--- config.mk ---
export PLATFORM = sky130hd
export DESIGN_NAME = jk_counter_bank
export DESIGN_NICKNAME = d
export VERILOG_FILES = /design/src/rtl/jk_counter_bank.sv
export SDC_FILE = /design/constraint.sdc
export NUM_CORES = 1
export LEC_CHECK = 0
export ABC_AREA = 1
export CAP_MARGIN = 25
export CORE_UTILIZATION = 25
export CTS_BUF_LIST = sky130_fd_sc_hd__clkbuf_8
export CTS_CLUSTER_DIAMETER = 150
export CTS_CLUSTER_SIZE = 28
export DETAILED_ROUTE_END_ITERATION = 8
export SYNTH_ARGS = -nofsm -noshare
export SYNTH_HDL_FRONTEND = slang
export SYNTH_SLANG_ARGS = --single-unit
--- constraint.sdc ---
create_clock -name CLK -period 3.2 [get_ports CLK]
set_input_delay 0.48 -clock CLK [delete_from_list [all_inputs] [get_ports CLK]]
set_output_delay 0.48 -clock CLK [all_outputs]
set_load 0.1 [all_outputs]
--- src/rtl/jk_counter_bank.sv ---
// WIDTH-bit bank of JK cells with JK / up / down / load modes, terminal count and sticky wrap flag.
// Optional build macro JK_COUNTER_SAT_EN: count modes saturate instead of wrapping.

module jk_cell (
  input  logic CLK,
  input  logic R,
  input  logic S,
  input  logic pset,
  input  logic CE,
  input  logic ld,
  input  logic d,
  input  logic j,
  input  logic k,
  output logic q
);
  always_ff @(posedge CLK) begin
    if (R)       q <= 1'b0;
    else if (S)  q <= pset;
    else if (CE) begin
      if (ld) q <= d;
      else begin
        case ({j, k})
          2'b01:   q <= 1'b0;
          2'b10:   q <= 1'b1;
          2'b11:   q <= ~q;
          default: q <= q;
        endcase
      end
    end
  end
endmodule

module jk_counter_bank #(
  parameter int               WIDTH  = 4,
  parameter logic [WIDTH-1:0] PRESET = {WIDTH{1'b1}}
) (
  input  logic             CLK,
  input  logic             R,
  input  logic             S,
  input  logic             CE,
  input  logic [1:0]       MODE,
  input  logic [WIDTH-1:0] J,
  input  logic [WIDTH-1:0] K,
  input  logic [WIDTH-1:0] D,
  output logic [WIDTH-1:0] Q,
  output logic             TC,
  output logic             OVF
);
  localparam logic [1:0] M_JK = 2'b00, M_UP = 2'b01, M_DN = 2'b10, M_LD = 2'b11;

  // upc[i]: Q[i-1:0] all ones; dnc[i]: Q[i-1:0] all zeros
  logic [WIDTH:0]   upc, dnc;
  logic [WIDTH-1:0] jv, kv;
  logic             ld;

  assign upc[0] = 1'b1;
  assign dnc[0] = 1'b1;
  for (genvar i = 0; i < WIDTH; i++) begin : g_chain
    assign upc[i+1] = upc[i] & Q[i];
    assign dnc[i+1] = dnc[i] & ~Q[i];
  end

  assign TC = CE & (((MODE == M_UP) & upc[WIDTH]) | ((MODE == M_DN) & dnc[WIDTH]));
  assign ld = (MODE == M_LD);

  always_comb begin
    jv = J;
    kv = K;
    case (MODE)
      M_UP:    begin jv = upc[WIDTH-1:0]; kv = upc[WIDTH-1:0]; end
      M_DN:    begin jv = dnc[WIDTH-1:0]; kv = dnc[WIDTH-1:0]; end
      M_LD:    begin jv = '0;             kv = '0;             end
      default: ;
    endcase
`ifdef JK_COUNTER_SAT_EN
    // the would-be wrap edge becomes a hold
    if (TC) begin
      jv = '0;
      kv = '0;
    end
`endif
  end

  jk_cell u_cell [WIDTH-1:0] (
    .CLK  (CLK),
    .R    (R),
    .S    (S),
    .pset (PRESET),
    .CE   (CE),
    .ld   (ld),
    .d    (D),
    .j    (jv),
    .k    (kv),
    .q    (Q)
  );

  // TC=1 marks the wrapping (or blocked) edge in both builds
  always_ff @(posedge CLK) begin
    if (R | S)   OVF <= 1'b0;
    else if (TC) OVF <= 1'b1;
  end
endmodule

==> flow_results.org, run 1 <==
** Status
- The run finished with clean final reports.

** Detailed routing
- The detail route stage leaves a number of antenna-violating nets equal to 0.
- Total via count after detailed routing :: 762
- Count of unresolved DRC violations after routing :: 0
- In the routed layout, each cell is associated on average with a via count of 4.51.
- Post-DR wirelength/cell :: 10.9 um
- For this block, the routed nets add up to 1850 um of wire.
- 1st-pass router iterations :: 4
- The first routing iteration left 11 violations.

** Logic synthesis
- For this run, asynchronously set or reset flops after synthesis account for 0.
- Combined area of all synthesized cells :: 739 sq um
- ha_1 takes more of the synthesized area than any other cell.
- The share of synthesized area in the top cell type comes to 0.203.
- Of the synthesized area, sequential elements account for 0.135.
- Total of flip-flops plus latches after synthesis :: 5
- Most numerous cell in the Yosys netlist :: nand2_1
- Number of distinct library cells after synthesis :: 23
- The number of nets in the synthesized netlist is 147.
- Counting every instance in the synthesized netlist gives 117.
- Number of warning messages in the yosys log :: 0
- Number of enable flip-flop cells after synthesis :: 0
- For this run, the leading register cell type out of synthesis is dfxtp_1.
- Largest cells by area after synthesis :: ha_1, nand2_1, dfxtp_1
- Each instance of the synthesized netlist takes up on average 6.32 sq um.
- Top post-synthesis cells by count :: nand2_1, inv_1, nor2_1

** Worst hold path
- The worst hold path begins at OVF$_SDFFE_PP0P_.
- Hold path endpoint :: OVF$_SDFFE_PP0P_
- Classification of the worst-slack hold path :: reg2reg
- Along the worst hold path, the cell count comes to 2.

** STA
- Relative slew margins :: 0.354
- The worst path needs 2.39 ns of the cycle, external delays included.
- Across the routed clock network, the largest skew measured is 0.000483 ns.
- Setup violations remaining at the end of the flow were counted as 0.
- Of the available clock period, the critical path in the final layout requires 0.747.
- For the pin with the worst max-slew slack, the measured transition is 0.966 ns.
- The number of failing hold endpoints at the final stage was 0.
- Setup Total Neg Slack :: 0 ns
- Based on the critical path, the design can be clocked at up to 418 MHz.
- The number of slew-limit violations in the final report is 0.
- Unrepaired setup endpoints after global routing :: no

** Global routing
- The first global-routing pass estimated 3110 um of wire.
- Global-route total usage across every layer :: 0.126
- Initial antenna violation count :: 0
- Vias in the first global route :: 775
- Entering global routing, the biggest net connects 12 pins.
- The total overflow left after global routing is 0.

** Setup path
- Crit path arrival time :: 2.50 ns
- Logic depth of the worst register-to-register path :: 12
- At the worst endpoint, the required time is 3.31 ns.
- The worst register-to-register path has a setup slack of 1.47 ns.
- The worst setup path is of the in2reg kind.
- In this run the worst setup path begins at MODE[0].
- Worst Setup End Kind :: flip-flop
- Reg-to-Reg Start :: u_cell[0].q$_SDFFE_PP0P_
- Of all nets on the critical path, the largest fanout is 11.
- Startpoint kind of the worst setup timing path :: input pin
- The endpoint identified for the worst register-to-register timing path is u_cell[2].q$_SDFFE_PP0P_.

** Clock tree
- Clock tree synthesis inserted a total of 3 buffers.
- H-tree depth :: 1
- The number of hold buffers added after CTS was 0.
- Post-cts gate resize count :: 0
- Number of sinks driven by the clock tree :: 5
- After clock tree synthesis, the clock-pin slew on the worst setup and hold paths is 0.04 ns.
- The later pin in the worst-skew pair is clocked with a latency of 0.22 ns.
- Post-CTS Repair Setup Buffers :: 0
- No sink is reached through more buffers than the 2 on the longest clock path.
- Clock tree from TritonCTS :: done
- In this run the clock root is driven by a clkbuf_8.

** Floorplan
- In this run the core area contains 19 standard-cell rows.
- Measured along the y axis, the die boundary spans 56.4 um.
- Width of the die :: 56.4 um
- Initial Utilization :: 0.266
- I/O pin total :: 24
- DIE AREA :: 0.00318 sq mm
- Area of the core region :: 0.00278 sq mm

** Power and ir drop
- Total design power :: 0.000389 W
- For this design the static power due to leakage is 0.522 nW.
- For this design the ratio of total power to cell area is 386 mW/mm^2.
- Across the VDD grid, the largest voltage drop is 0.287 mV.

** Run
- Max cap viols :: 0

** Place
- Port buffering added 23 buffers.
- Estimated wirelength of the detail-placed design :: 1510 um
- The congestion estimate from routability-driven global placement came to 0.770.
- Total instance count after detailed placement :: 165
- Placed inst area :: 962 sq um

** Final layout
- Syn-to-layout area delta :: 36.2%
- Once layout is done, the placed cells without fillers occupy 0.00101 sq mm.
- Fraction of final layout cells sized beyond drive strength 1 :: 0.138
- Number of standard cells in the layout, taps in and fillers out :: 169
- At the end of the flow, the number of nets in the layout was 169.
- The number of antenna diodes in the final layout is 0.
-- metal layers --
metal	part of all wire	track usage
met2	0.54	0.241
met3	0.042	0.0415
met4	0	0.0314
met5	0	0
met1	0.42	0.130
-- kinds of logic (layout without fill, tap and decap cells) --
logic type / after synthesis / in the layout / share of synthesized area
and+or+nand+nor: 57 / 57 / 0.354
buffers and inverters: 26 / 47 / 0.168
AOI/OAI and AO/OA: 17 / 17 / 0.140
adders and majority gates: 12 / 12 / 0.203
DFF: 5 / 5 / 0.135
-- report_power, final --
part,internal [W],switching [W],total (W)
logic,0.0000683,0.000128,0.000196
clock network,0.0000823,0.0000321,0.000114
registers,0.0000696,0.00000886,0.0000785
total,0.000220,0.000169,0.000389
-- state kept, by name, summed over array words and instances (netlist names) --
signal    count
OVF           1
u_cell.q      4
-- worst max-delay path, cell delays in order --
cell             delay (ns)
clkdlybuf4s50_1        0.51
inv_1                  0.07
ha_1                   0.21
inv_2                  0.18
nand2_1                0.10
o22ai_1                0.17
inv_1                  0.07
ha_1                   0.29
nor2_1                 0.11
nand2_1                0.07
nand2_1                0.08
nand2_1                0.05
nand2_1                0.06
a21oi_2                0.03
-- worst max path at each step --
stage	slack [ns]	end	cells past startpoint
6_report	0.81	u_cell[1].q$_SDFFE_PP0P_	14
4_1_cts	0.81	u_cell[2].q$_SDFFE_PP0P_	14
2_1_floorplan	1.11	TC	6
3_5_place_dp	0.59	u_cell[1].q$_SDFFE_PP0P_	14
5_1_grt	0.57	u_cell[2].q$_SDFFE_PP0P_	14
3_3_place_gp	0.67	u_cell[2].q$_SDFFE_PP0P_	14
-- cells in the final DEF, fill, tap and decap left out, drive strengths merged, types with 4 or more instances in the layout --
cell	instances
nand3	6
nor2	18
ha	12
a21oi	10
dfxtp	5
buf	4
inv	21
o21ai	5
clkdlybuf4s50	19
nand2	27
-- layout make-up --
type	instances	area, sq um
fill	306	1770
clock buffer	3	41.3
clock inverter	1	3.75
timing repair buffer	23	233
inverter	20	75.1
multi-input combinational	86	515
sequential	5	100
tap	31	38.8
-- stage by stage --
stage | hold slack, ns | utilization | setup WS (ns)
finish | 0.456 | 0.362 | 0.810
global route | 0.477 | 0.362 | 0.567
CTS | 0.459 | 0.362 | 0.807
detailed placement | 0.452 | 0.346 | 0.587
global placement | 0.450 | 0.346 | 0.673
floorplan | 0.545 | - | 1.11
Note: power is estimated with default switching activity, not from simulation.
==> run 2, diff against run 1 <==
Clock period 3.2 ns to 2.1 ns, I/O delays scaled along.
==> run 2 against run 1 <==
Compared with the run above: non-clock buffer count up 15; sequential power up 50%; critical path depth down 5; worst hold slack better by 0.0050 ns; via count up 8.1%; sequential share of layout area down 1.2 points; critical endpoint is now TC.
==> flow_results.org, run 2 (synthesis gave the netlist of run 1 again) <==
** Setup path
- Critical path buffer and inverter count :: 5 (+1)
- Worst Setup End Kind :: output pin
- In this run the critical register-to-register path is launched from u_cell[0].q$_SDFFE_PP0P_.
- The worst stage delay on the critical path is 0.25 ns (-0.26 ns).
- On the critical path, the stage with the largest delay is an instance of dlygate4sd2_1.
- STA classifies the critical path startpoint as an input pin.
- The critical-path maximum fanout came to 3 (-8).
- The data required time of the critical path is 1.78 ns (-1.53 ns).
- Cell type group with the largest total delay on the critical path :: buffers and inverters
- Crit path arrival time :: 1.60 ns (-0.90 ns)
- Cell chain of the critical path :: dlygate4sd2_1 > inv_1 > ha_1 > nand4_1 > buf_4 > nand2_1 > nand3_2 > inv_1 > buf_12
- By instance count, the cell type seen most on the critical path is inv_1.
- The critical path is of the in2out type.
- Launch point of the worst path :: MODE[1]

** Global routing
- Vias in the first global route :: 785 (+1.3%)
- The maximum number of pins on one net before global-route repair came to 10 (-2).
- First-pass GRT wire length :: 3200 um (+3.1%)
- The overall routing resource usage was 0.127 (+0.00102).
- Total global routing overflow :: 0 (unchanged)
- Initial antenna violation count :: 0 (unchanged)

** Final layout
- Final core utilization :: 0.411 (+0.0490)
- The largest registers in the layout are u_cell.q x4, OVF x1.
- The final layout net count was 184 (+8.9%).
- Most used cells in the layout excluding fill and tap cells :: nand2_1, buf_4, inv_1, nor2_1, clkdlybuf4s50_1
- Relative to the synthesized area, the layout overhead comes to 54.7%.
- Number of flip-flops under the largest register name :: 4 (unchanged)
- Register name with the most flops :: u_cell.q
- The ratio of cells with drive above 1 in the final layout came to 0.275 (+0.137).
- Most common library cell in the layout ignoring fill and taps :: nand2_1
- Diodes inserted :: 0 (unchanged)

** STA
- Skew final :: 0.00111 ns (+0.000624 ns)
- Setup repair after global routing left no endpoint under its margin.
- The smallest clock period supported by the final layout is computed as 1.91 ns.
- The number of failing hold endpoints at the final stage came to 0 (unchanged).
- Count of endpoints failing setup in the final report :: 0 (unchanged)
- Setup Total Neg Slack :: 0 ns (unchanged)
- Actual transition at the worst max-transition pin :: 0.370 ns (-0.596 ns)
- Static timing analysis puts the maximum clock frequency at 523 MHz.
- In the finished design, the share of the clock period the worst path needs comes to 0.911.
- The relative slew slack was 0.753 (+0.399).
- Slew Viols, Final :: 0 (unchanged)

** Clock tree
- Clock Path Buffers :: 2 (unchanged)
- H-tree depth :: 1 (unchanged)
- CTS placed an instance of clkbuf_8 at the clock tree root.
- The count of hold buffers inserted by post-cts repair was 0 (unchanged).
- TritonCTS built the clock tree.
- The later-pin clock latency in the skew report is 0.22 ns (about the same).
- Number of sinks driven by the clock tree :: 5 (unchanged)
- The number of setup buffers added after CTS is 0 (unchanged).
- Number of buffers created by CTS :: 3 (unchanged)
- The clock input transition at the sequential cells of the worst setup and hold paths is 0.04 ns (about the same).

** Status
- The flow ran to the end, and the final reports show no timing, DRC or antenna violations.

** Worst hold path
- The path class of the tightest hold or removal check is reg2reg.
- In this run the most critical hold path is launched from OVF$_SDFFE_PP0P_.

** Run
- The number of max-cap violations is 0 (unchanged).

** Power and ir drop
- The peak ir drop on the vdd network came to 0.342 mV (+19%).
- The leakage power was 0.604 nW (+16%).
- Power density normalized to cell area :: 548 mW/mm^2 (+42%)

** Detailed routing
- DRC marker count from the first detailed-route iteration :: 18 (+7)
- Number of vias per cell after detailed routing :: 4.48 (-0.68%)
- 1st-pass router iterations :: 4 (unchanged)
- Post-DR wirelength/cell :: 10.0 um (-8.3%)
- Wire length reported by the detailed router :: 1840 um (-0.16%)
- Count of unresolved DRC violations after routing :: 0 (unchanged)
- The count of nets left with antenna violations after detail routing is 0 (unchanged).
- The total via count in the routed design came to 824 (+8.1%).

** Floorplan
- The vertical extent of the die is 56.4 um (unchanged).
- The area of the die is 0.00318 sq mm (unchanged).
- The count of boundary I/O pins came to 24 (unchanged).
- The initial standard-cell utilization of the core was 0.266 (unchanged).
- Area of the core region :: 0.00278 sq mm (unchanged)
- The number of placement rows came to 19 (unchanged).
- Width of the die :: 56.4 um (unchanged)

** Place
- The detailed placer's ending HPWL is 1540 um (+1.8%).
- Number of I/O port buffers :: 23 (unchanged)
- The routability congestion estimate is 0.795 (+3.2%).
-- run 2: cell count changes in the layout (fill, tap and decap cells not counted) --
cell,previous run,this run
buf_4,3,20
clkdlybuf4s50_1,19,15
dlygate4sd2_1,0,2
o21ai_1,3,1
o21ai_2,1,3
a21oi_1,7,6
a21oi_2,3,4
ha_1,12,11
ha_4,0,1
inv_1,18,17
inv_4,0,1
nand3_1,3,2
nand3_2,3,4
-- run 2: final timing paths --
| kind | cells past startpoint | slack, ns | end |
|---|---|---|---|
| setup / recovery | 9 | 0.19 | TC |
| hold / removal | 2 | 0.46 | OVF$_SDFFE_PP0P_ |
| setup reg to reg | 12 | 0.40 | u_cell[3].q$_SDFFE_PP0P_ |
| hold reg to reg | 2 | 0.46 | OVF$_SDFFE_PP0P_ |
-- run 2: metrics by stage --
stage / hold WS, ns / std cells / total power, W / cell area [sq um] / setup WS [ns]
2_1_floorplan: 0.469 / 117 / 0.000346 / 739 / 0.344
3_3_place_gp: 0.452 / 180 / 0.000441 / 1070 / -0.226
3_5_place_dp: 0.455 / 180 / 0.000448 / 1070 / -0.284
4_1_cts: 0.462 / 184 / 0.000627 / 1120 / 0.205
5_1_grt: 0.491 / 184 / 0.000673 / 1140 / 0.0251
6_report: 0.461 / 184 / 0.000627 / 1140 / 0.188
-- run 2: layout make-up --
cell class | instances | area, sq um
flip-flops and latches | 5 | 100
repair buffers | 38 | 338
clock inverters | 1 | 3.75
fillers | 285 | 1640
well taps | 31 | 38.8
inverters | 20 | 77.6
clock buffers | 3 | 41.3
multi-input cells | 86 | 544
-- run 2: repair_timing --
action,4_1_cts,5_1_grt
endpoints found under the setup margin,4,1
pin swaps,4,0
gates resized for setup,5,5
-- run 2: metal layers --
metal	part of all wire	wire length [um]	GRT usage
met2	0.53	973	0.235
met5	0	0	0
met4	0.0043	8	0.0418
met1	0.44	806	0.148
met3	0.029	54	0.0184
-- run 2: power breakdown --
| part | switching, W | total [W] | internal [W] |
|---|---|---|---|
| registers | 0.0000118 | 0.000118 | 0.000106 |
| logic | 0.000204 | 0.000335 | 0.000131 |
| clock network | 0.0000482 | 0.000174 | 0.000125 |
-- run 2: worst reg2reg max path, cell delays in order (launching register included) --
cell and delay (ns):
dfxtp_1 0.44, nor2_1 0.10, nand3_1 0.12, nand3_2 0.12, o21ai_2 0.10, inv_2 0.04
ha_1 0.28, nor2_1 0.10, nand2_1 0.06, nand2_1 0.08, nand2_1 0.05, nand2_1 0.07
a21oi_2 0.03
